--- src/rtl/crg_triple_checker_pkg.sv ---
// Shared types and helpers for the CRG triple checker.
// Lane geometry is derived from the 3-bit width code.
package crg_triple_checker_pkg;

  typedef logic [255:0] prng_t;
  typedef logic [31:0]  cr_cnt_t;

  typedef enum logic [2:0] {
    W32  = 3'b000,
    W64  = 3'b001,
    W128 = 3'b011,
    W256 = 3'b111
  } width_t;

  typedef enum logic [2:0] {
    M_ARITH = 3'b100,
    M_EXT   = 3'b001,
    M_BOOL  = 3'b010
  } mode_t;

  typedef logic [1:0] state_t;

  localparam state_t S_IDLE  = 2'd0;
  localparam state_t S_RECON = 2'd1;
  localparam state_t S_MUL   = 2'd2;
  localparam state_t S_CMP   = 2'd3;

  function automatic logic [8:0] lane_width(input width_t w);
    case (w)
      W32:     return 9'd32;
      W64:     return 9'd64;
      W128:    return 9'd128;
      default: return 9'd256;
    endcase
  endfunction

  function automatic prng_t lane_lsb_mask(input width_t w);
    case (w)
      W32:     return {8{32'd1}};
      W64:     return {4{64'd1}};
      W128:    return {2{128'd1}};
      default: return 256'd1;
    endcase
  endfunction

endpackage

--- src/rtl/crg_triple_checker_seg_adder256.sv ---
// 256-bit adder built from 32-bit slices; the carry is
// killed at every lane base so lanes wrap independently.
import crg_triple_checker_pkg::*;

module crg_triple_checker_seg_adder256 (
  input  prng_t  a,
  input  prng_t  b,
  input  width_t w,
  output prng_t  sum
);

  always_comb begin
    prng_t       m;
    logic        cy;
    logic [32:0] s;
    m   = lane_lsb_mask(w);
    cy  = 1'b0;
    s   = '0;
    sum = '0;
    for (int j = 0; j < 8; j++) begin
      s = {1'b0, a[j*32 +: 32]}
        + {1'b0, b[j*32 +: 32]}
        + {32'd0, cy & ~m[j*32]};
      sum[j*32 +: 32] = s[31:0];
      cy = s[32];
    end
  end

endmodule

--- config.mk ---
export PLATFORM = sky130hd
export DESIGN_NAME = crg_triple_checker_seg_adder256
export DESIGN_NICKNAME = d
export VERILOG_FILES = /design/src/rtl/crg_triple_checker_pkg.sv /design/src/rtl/crg_triple_checker_seg_adder256.sv
export SDC_FILE = /design/constraint.sdc
export NUM_CORES = 1
export LEC_CHECK = 0
export ABC_AREA = 1
export BUFFER_PORTS_ARGS = -buffer_cell sky130_fd_sc_hd__buf_2
export CAP_MARGIN = 10
export CORE_AREA = 3 3 299 301
export DETAILED_ROUTE_END_ITERATION = 8
export DIE_AREA = 0 0 302 304
export RECOVER_POWER = 100
export SLEW_MARGIN = 30
export SYNTH_ARGS = -nofsm -noshare
export SYNTH_HDL_FRONTEND = slang
export SYNTH_SLANG_ARGS = --single-unit
export TNS_END_PERCENT = 50
--- constraint.sdc ---
create_clock -name vclk -period 20.7
set_input_delay 3.105 -clock vclk [all_inputs]
set_output_delay 3.105 -clock vclk [all_outputs]
set_load 0.1 [all_outputs]
==> results of run 1 <==
[layout make-up]
type	count	area [sq um]	area share
tap	1155	1450	0.0574
multi-input combinational	3150	15800	0.627
timing repair buffer	782	4160	0.165
antenna	23	57.6	0.00229
inverter	993	3730	0.148
[tightest hold or removal path: stages]
cell	delay (ps)
buf_2	80
xnor2_1	70
nand2_1	60
nand2_1	70
buf_12	170
[worst max-delay path by stage]
stage | to | slack, ps | start
finish | sum[240] | 1170 | b[15]
CTS | sum[240] | 310 | a[15]
detailed placement | sum[240] | 340 | a[15]
floorplan | sum[240] | 2230 | a[0]
global placement | sum[240] | 740 | b[15]
global route | sum[240] | -30 | a[0]
[logic make-up after synthesis]
logic type,count (synthesis),share of synthesized area
simple gates,2574,0.526
fa+ha+maj,262,0.173
buf+inv,998,0.193
compound gates,192,0.0522
xor+xnor,122,0.0548
[metal layers]
layer	vias to the layer above	global-route usage	part of all wire	wire (microns)
met1	12008	0.290	0.44	47100
li1	13887	-	-	-
met4	22	0.0461	0.027	2860
met5	-	0	0.0012	126
met2	994	0.381	0.45	48900
met3	124	0.0398	0.081	8760
[Yosys cell counts]
master / instances
buf_6: 1
o21ai_0: 6
and2_1: 7
o21bai_1: 10
nor3_1: 23
ha_1: 248
nor2_2: 4
buf_4: 4
nand2_1: 1900
xnor2_1: 10
nand3_1: 210
nor3_2: 1
nand4_1: 37
inv_1: 993
a21oi_1: 164
a21o_1: 7
nand2_2: 44
xor2_1: 112
or2_1: 4
nor2_1: 333
nand3_2: 9
fa_1: 14
nor4_1: 1
nand3b_1: 1
o21ai_1: 1
a21oi_2: 4
[where the power goes]
part | internal (mW) | switching [mW] | leakage [nW]
logic | 0.311 | 1.29 | 17.1
clock network | 0.0000000553 | 0 | 0.000144
registers | 0 | 0 | 0
total | 0.311 | 1.29 | 17.1
[stage by stage]
stage                     setup TNS [ps]  utilization  hold slack [ps]  instance area [sq um]  setup WS, ps
after floorplan                        0            -             6750                  19500          2230
after global placement                 0        0.292             6690                  25300           737
after detailed placement               0        0.292             6680                  25300           337
after CTS                              0        0.292             6680                  25300           307
after global routing               -28.1        0.289             6700                  25100         -28.1
final                                  0        0.290             6670                  25200          1170
[cell usage in the layout, fill, tap and decap left out, types with 7 or more instances in the layout]
cell,instances
xnor2_1,10
fa_1,8
a21oi_1,163
o21bai_1,10
nor2_1,332
nor3_1,22
buf_4,11
nand2_1,1899
inv_1,993
ha_1,248
buf_12,33
clkbuf_1,223
nand3_2,10
nand4_1,37
nand3_1,209
buf_2,515
a21o_1,7
and2_1,7
xor2_1,111
diode_2,23
nand2_2,45
[what timing repair did]
| item | CTS | global route |
|---|---|---|
| setup buffers | 0 | 3 |
| endpoints found under the setup margin | 0 | 31 |
| resized for setup | 0 | 14 |
==> summary.md, run 1 <==
| Metric | Value |
|---|---|
| Final setup vio count | `0` |
| Cells after Synth | `4148` |
| Post-DP HPWL | `100000 microns` |
| Critical Path RT | `17590 ps` |
| CP Launch Type | `input pin` |
| Die span in y | `304 microns` |
| VDD IR-drop max | `0.0450 mV` |
| Stages on the worst setup path | `91` |
| Initial Utilization | `0.224` |
| Area leader, netlist | `nand2_1` |
| Final Non-Filler Cells | `6103` |
| DP Cell Count | `6077` |
| Slew @ Worst Pin | `1390 ps` |
| Total track usage | `0.222` |
| Drt drc | `0` |
| Via-to-Cell Ratio | `4.43` |
| Drt total wl | `108000 microns` |
| Critical path endpoint category | `output port` |
| Register area share after synthesis | `0` |
| Hold path depth | `5` |
| First-pass DRT Iterations | `5` |
| Yosys warns | `0` |
| Chip width | `302 microns` |
| CP dominant cell by count | `nand2_1` |
| Hold path startpoint | `a[255]` |
| Status | `finished, final reports clean` |
| Pleak | `17.1 nW` |
| Die area | `0.0918 sq mm` |
| Initial DRC count | `1945` |
| Setup CP Type | `input pin to output port` |
| Core Rows | `108` |
| First-pass GRT wire length | `156000 microns` |
| Tot Pwr | `1.60 mW` |
| Register Area | `0 sq um` |
| Final hold viol count | `0` |
| Min Tclk post-route | `19530 ps` |
| Worst Hold End | `sum[255]` |
| Worst path bufs/invs | `8` |
| Critical Path AT | `16420 ps` |
| Buffers on Ports | `771` |
| Routability cong. | `1.04` |
| Final ANT Viol Nets | `0` |
| Syn_nets | `4925` |
| Final Max Slew Viols | `0` |
| Yosys cell types | `26` |
| Crit path max fanout | `4` |
| NumNets Final | `5704` |
| Post-CTS Hold Buffers | `0` |
| Largest net degree at the start of global routing | `8` |
| Fillers | `10344` |
| Area share of the largest cell type after synthesis | `0.366` |
| Max cap viols | `0` |
| Total global routing overflow | `0` |
| Vias in the first global route | `25702` |
| CP max-delay cell | `fa_1` |
| Syn_area_per_cell | `4.70 sq um` |
| Power per standard cell area | `63.7 mW/mm^2` |
| Mapped Area | `0.0195 sq mm` |
| Initial antenna violation count | `34` |
| Final period util | `0.943` |
| Area grow syn2layout | `29.1%` |
| Core area | `0.0869 sq mm` |
| Top post-synthesis cells by area | `nand2_1 (37%), inv_1 (19%), ha_1 (16%)` |
| Slowest Stage Delay on Critical Path | `440 ps` |
| Num ports | `771` |
| Routed length per instance | `17.7 microns` |
| Layout cells sized above 1 | `0.129` |
| Slew Limit Headroom | `0.0754` |
| Hold Path Class | `input pin to output port` |
| Clock buf count | `0` |
| CP top delay family | `simple AND/OR/NAND/NOR gates` |
| Seq cells | `0` |
| Max Fclk | `51.2 MHz` |
| Vias | `27035` |
(Power assumes the default switching activity.)
==> run 2: changes to the inputs <==
--- a/config.mk
+++ b/config.mk
@@ -8,9 +8,9 @@
 export ABC_AREA = 1
 export BUFFER_PORTS_ARGS = -buffer_cell sky130_fd_sc_hd__buf_2
 export CAP_MARGIN = 10
-export CORE_AREA = 3 3 299 301
+export CORE_AREA = 2 2 298 300
 export DETAILED_ROUTE_END_ITERATION = 8
-export DIE_AREA = 0 0 302 304
+export DIE_AREA = 0 0 300 302
 export RECOVER_POWER = 100
 export SLEW_MARGIN = 30
 export SYNTH_ARGS = -nofsm -noshare
==> run 2 against run 1 <==
  * Setup slack better by 140 ps
  * Sequential share of layout area unchanged
  * Wire length up 2.6%
  * Non-clock buffer count down 2
  * Via count down 0.22%
  * Critical path depth down 2
  * Critical path type unchanged
==> summary.md, run 2 (same netlist as run 1, synthesis figures left out) <==
| Metric | Value |
|---|---|
| NumNets Final | `5702` |
| Crit path max fanout | `6` |
| Area grow syn2layout | `28.9%` |
| Final hold viol count | `0` |
| Stages on the worst setup path | `89` |
| Final TNS setup | `0 ps` |
| Most common cell after layout, fill and taps aside | `nand2_1` |
| Chip width | `300 microns` |
| Fillers | `10438` |
| Routability cong. | `0.998` |
| Layout cells sized above 1 | `0.128` |
| Die span in y | `302 microns` |
| Worst path bufs/invs | `7` |
| Total global routing overflow | `0` |
| First-pass DRT Iterations | `6` |
| Final hold slack | `6670 ps` |
| CP Launch Point | `a[2]` |
| Min Tclk post-route | `19390 ps` |
| VDD IR-drop max | `0.0595 mV` |
| Core Rows | `109` |
| Seq cells | `0` |
| Num ports | `771` |
| Critical path endpoint category | `output port` |
| Final Non-Filler Cells | `6103` |
| Power per standard cell area | `64.2 mW/mm^2` |
| Final setup vio count | `0` |
| Register Area | `0 sq um` |
| Max Fclk | `51.6 MHz` |
| Pleak | `17.1 nW` |
| First-pass GRT wire length | `157000 microns` |
| Initial antenna violation count | `47` |
| Vias | `26975` |
| Area after DPL | `0.0253 sq mm` |
| Slew Limit Headroom | `0.0688` |
| Drt drc | `0` |
| Post-CTS Hold Buffers | `0` |
| Critical Path RT | `17590 ps` |
| Commonest non-fill, non-tap cells in the layout | `nand2_1 (1897), inv_1 (993), buf_2 (515)` |
| Post-DP HPWL | `103000 microns` |
| Total track usage | `0.230` |
| Vias in the first global route | `25067` |
| Max cap viols | `0` |
| Via-to-Cell Ratio | `4.42` |
| RSZ-0062 raised after global routing | `false` |
| CP top delay family | `simple AND/OR/NAND/NOR gates` |
| Routed length per instance | `18.1 microns` |
| Final ANT Viol Nets | `0` |
| Slowest Stage Delay on Critical Path | `440 ps` |
| Final Max Slew Viols | `0` |
| Initial Utilization | `0.223` |
| Tot Pwr | `1.61 mW` |
| Core area | `0.0876 sq mm` |
| Critical Path End | `sum[237]` |
| DP Cell Count | `6087` |
| Clock buf count | `0` |
| Buffers on Ports | `771` |
| Drt total wl | `111000 microns` |
| Initial DRC count | `1849` |
| Critical Path AT | `16290 ps` |
| Hold path depth | `5` |
| CP dominant cell by count | `nand2_1` |
| CP Launch Type | `input pin` |
| Die area | `0.0906 sq mm` |
| Status | `finished, final reports clean` |
| CP max-delay cell | `fa_1` |
| Slew @ Worst Pin | `1400 ps` |
| Setup CP Type | `input pin to output port` |
| Final period util | `0.937` |
| Largest net degree at the start of global routing | `8` |
| Hold Path Class | `input pin to output port` |
| Fin area | `0.0251 sq mm` |
| Multi-input gate area | `0.0158 sq mm` |
[run 2: cell types whose count changed in the layout (fill, tap and decap cells not counted), sizes merged]
cell,change
diode,-8
buf,-2
[run 2: worst min-delay path by stage]
stage | startpoint | slack, ps | endpoint
6_report | a[255] | 6670 | sum[255]
2_1_floorplan | b[0] | 6750 | sum[0]
3_5_place_dp | a[255] | 6680 | sum[255]
3_3_place_gp | a[255] | 6680 | sum[255]
5_1_grt | a[255] | 6720 | sum[255]
4_1_cts | a[255] | 6680 | sum[255]
[run 2: per-layer routing]
metal  wire (microns)  share of wire  GRT usage  vias to the layer above
met5              363         0.0033          0                        -
met4             2630          0.024     0.0414                       54
li1                 -              -          -                    13878
met1            48400           0.44      0.297                    11965
met3             8390          0.076     0.0476                      149
met2            50800           0.46      0.397                      929
[run 2: layout make-up]
type	count	share of cell area
multi-input combinational	3150	0.628
tap	1165	0.0580
timing repair buffer	780	0.165
inverter	993	0.148
antenna	15	0.00149
[run 2: where the power goes]
group	switching (mW)	total [mW]	internal, mW	leakage [nW]
clock	0	0.0000000973	0.0000000972	0.0000951
sequential	0	0	0	0
combinational	1.30	1.61	0.311	17.1
total	1.30	1.61	0.311	17.1
[run 2: repair_timing]
item                                    4_1_cts  5_1_grt
endpoints found under the setup margin        0       30
buffers inserted                              0        1
resized for setup                             0       14
[run 2: stage by stage]
stage | setup WS (ps) | util
2_1_floorplan | 2230 | -
3_3_place_gp | 572 | 0.289
3_5_place_dp | 302 | 0.289
4_1_cts | 261 | 0.289
5_1_grt | 11.9 | 0.287
6_report | 1310 | 0.287
==> run 3: changes to the inputs <==
--- a/config.mk
+++ b/config.mk
@@ -6,7 +6,7 @@
 export NUM_CORES = 1
 export LEC_CHECK = 0
 export ABC_AREA = 1
-export BUFFER_PORTS_ARGS = -buffer_cell sky130_fd_sc_hd__buf_2
+export BUFFER_PORTS_ARGS = -buffer_cell sky130_fd_sc_hd__buf_4
 export CAP_MARGIN = 10
 export CORE_AREA = 2 2 298 300
 export DETAILED_ROUTE_END_ITERATION = 8
==> run 3 against run 2 <==
  * Clock-buffer cell count is the same
  * Critical path depth shrank 2
  * Utilization grew 0.97 points
  * Via count shrank 0.50%
  * Maximum frequency is essentially flat
  * Setup slack lost 12 ps
  * Wire length is essentially flat
  * Cell area grew 3.4%
  * Sequential share of layout area is the same
  * Die area is the same
==> summary.md, run 3 (same netlist as run 1, synthesis figures left out) <==
| Metric | Value |
|---|---|
| Final Max Slew Viols | `0` |
| Total track usage | `0.232` |
| Post-DP HPWL | `103000 microns` |
| Post-CTS Hold Buffers | `0` |
| Core Util, Final | `0.297` |
| Drt drc | `0` |
| Max Fclk | `51.5 MHz` |
| Num ports | `771` |
| First-pass GRT wire length | `159000 microns` |
| Fin area | `0.0260 sq mm` |
| Most common cell after layout, fill and taps aside | `nand2_1` |
| Routability cong. | `1.01` |
| Layout cells sized above 1 | `0.128` |
| Final setup vio count | `0` |
| CP max-delay cell | `clkbuf_2` |
| Chip width | `300 microns` |
| Seq cells | `0` |
| Final period util | `0.937` |
| Min Tclk post-route | `19400 ps` |
| First-pass DRT Iterations | `6` |
| Critical Path AT | `16300 ps` |
| Die area | `0.0906 sq mm` |
| Crit path max fanout | `4` |
| Fillers | `10509` |
| Via-to-Cell Ratio | `4.40` |
| Final ANT Viol Nets | `0` |
| Largest net degree at the start of global routing | `8` |
| Vias | `26839` |
| Die span in y | `302 microns` |
| Initial DRC count | `1780` |
| Vias in the first global route | `25210` |
| Setup CP Type | `input pin to output port` |
| Slew @ Worst Pin | `1470 ps` |
| Status | `finished, final reports clean` |
| Core Rows | `109` |
| Area after DPL | `0.0268 sq mm` |
| Drt total wl | `111000 microns` |
| Slew Limit Headroom | `0.0219` |
| Stages on the worst setup path | `87` |
| CP Launch Type | `input pin` |
| CP top delay family | `simple AND/OR/NAND/NOR gates` |
| NumNets Final | `5703` |
| Worst path bufs/invs | `8` |
| Buffers on Ports | `771` |
| Slowest Stage Delay on Critical Path | `520 ps` |
| Routed length per instance | `18.2 microns` |
| Total global routing overflow | `0` |
| Critical Path RT | `17590 ps` |
| Hold path depth | `5` |
| Initial Utilization | `0.223` |
| Final hold viol count | `0` |
| Max cap viols | `0` |
| Clock buf count | `0` |
| Multi-input gate area | `0.0158 sq mm` |
| Initial antenna violation count | `12` |
| Core area | `0.0876 sq mm` |
| Critical path endpoint category | `output port` |
| Area grow syn2layout | `33.3%` |
| CP dominant cell by count | `nand2_1` |
| Register Area | `0 sq um` |
| Commonest non-fill, non-tap cells in the layout | `nand2_1 (1897), inv_1 (993), buf_4 (532)` |
| Hold Path Class | `input pin to output port` |
## run 3: cell count changes in the layout (fill, tap and decap cells not counted), sizes merged
cell	previous run	this run
clkbuf	223	246
buf	557	535
diode	15	6
## run 3: worst paths after layout
check,startpoint,endpoint,slack (ps)
setup / recovery,b[15],sum[230],1300
hold / removal,a[255],sum[255],6720
## run 3: what timing repair did
item                       in CTS  in global routing
setup endpoints to repair       0                 31
setup buffers                   0                  2
gates resized for setup         0                 20
## run 3: worst min-delay path: stages
cell and delay [ps]:
buf_4 80, xnor2_1 60, nand2_1 60, nand2_1 40, clkbuf_4 270
## run 3: routing by layer
metal / global-route usage / wire [microns] / vias to the layer above
li1: - / - / 13855
met1: 0.295 / 48100 / 11981
met2: 0.402 / 51300 / 850
met3: 0.0512 / 8230 / 139
met4: 0.0462 / 2940 / 14
met5: 0 / 92 / -
## run 3: cell type report
class	count	area share
Antenna cell	6	0.000578
Inverter	993	0.143
Multi-Input combinational cell	3150	0.607
Tap cell	1165	0.0561
Timing Repair Buffer	781	0.193
## run 3: through the flow
stage	setup TNS (ps)	hold slack (ps)	std cells	worst slack [ps]
2_1_floorplan	0	6750	4148	2230
3_3_place_gp	0	6680	6087	495
3_5_place_dp	0	6680	6087	134
4_1_cts	0	6690	6087	114
5_1_grt	-231	6750	6090	-29.1
6_report	0	6720	6095	1300
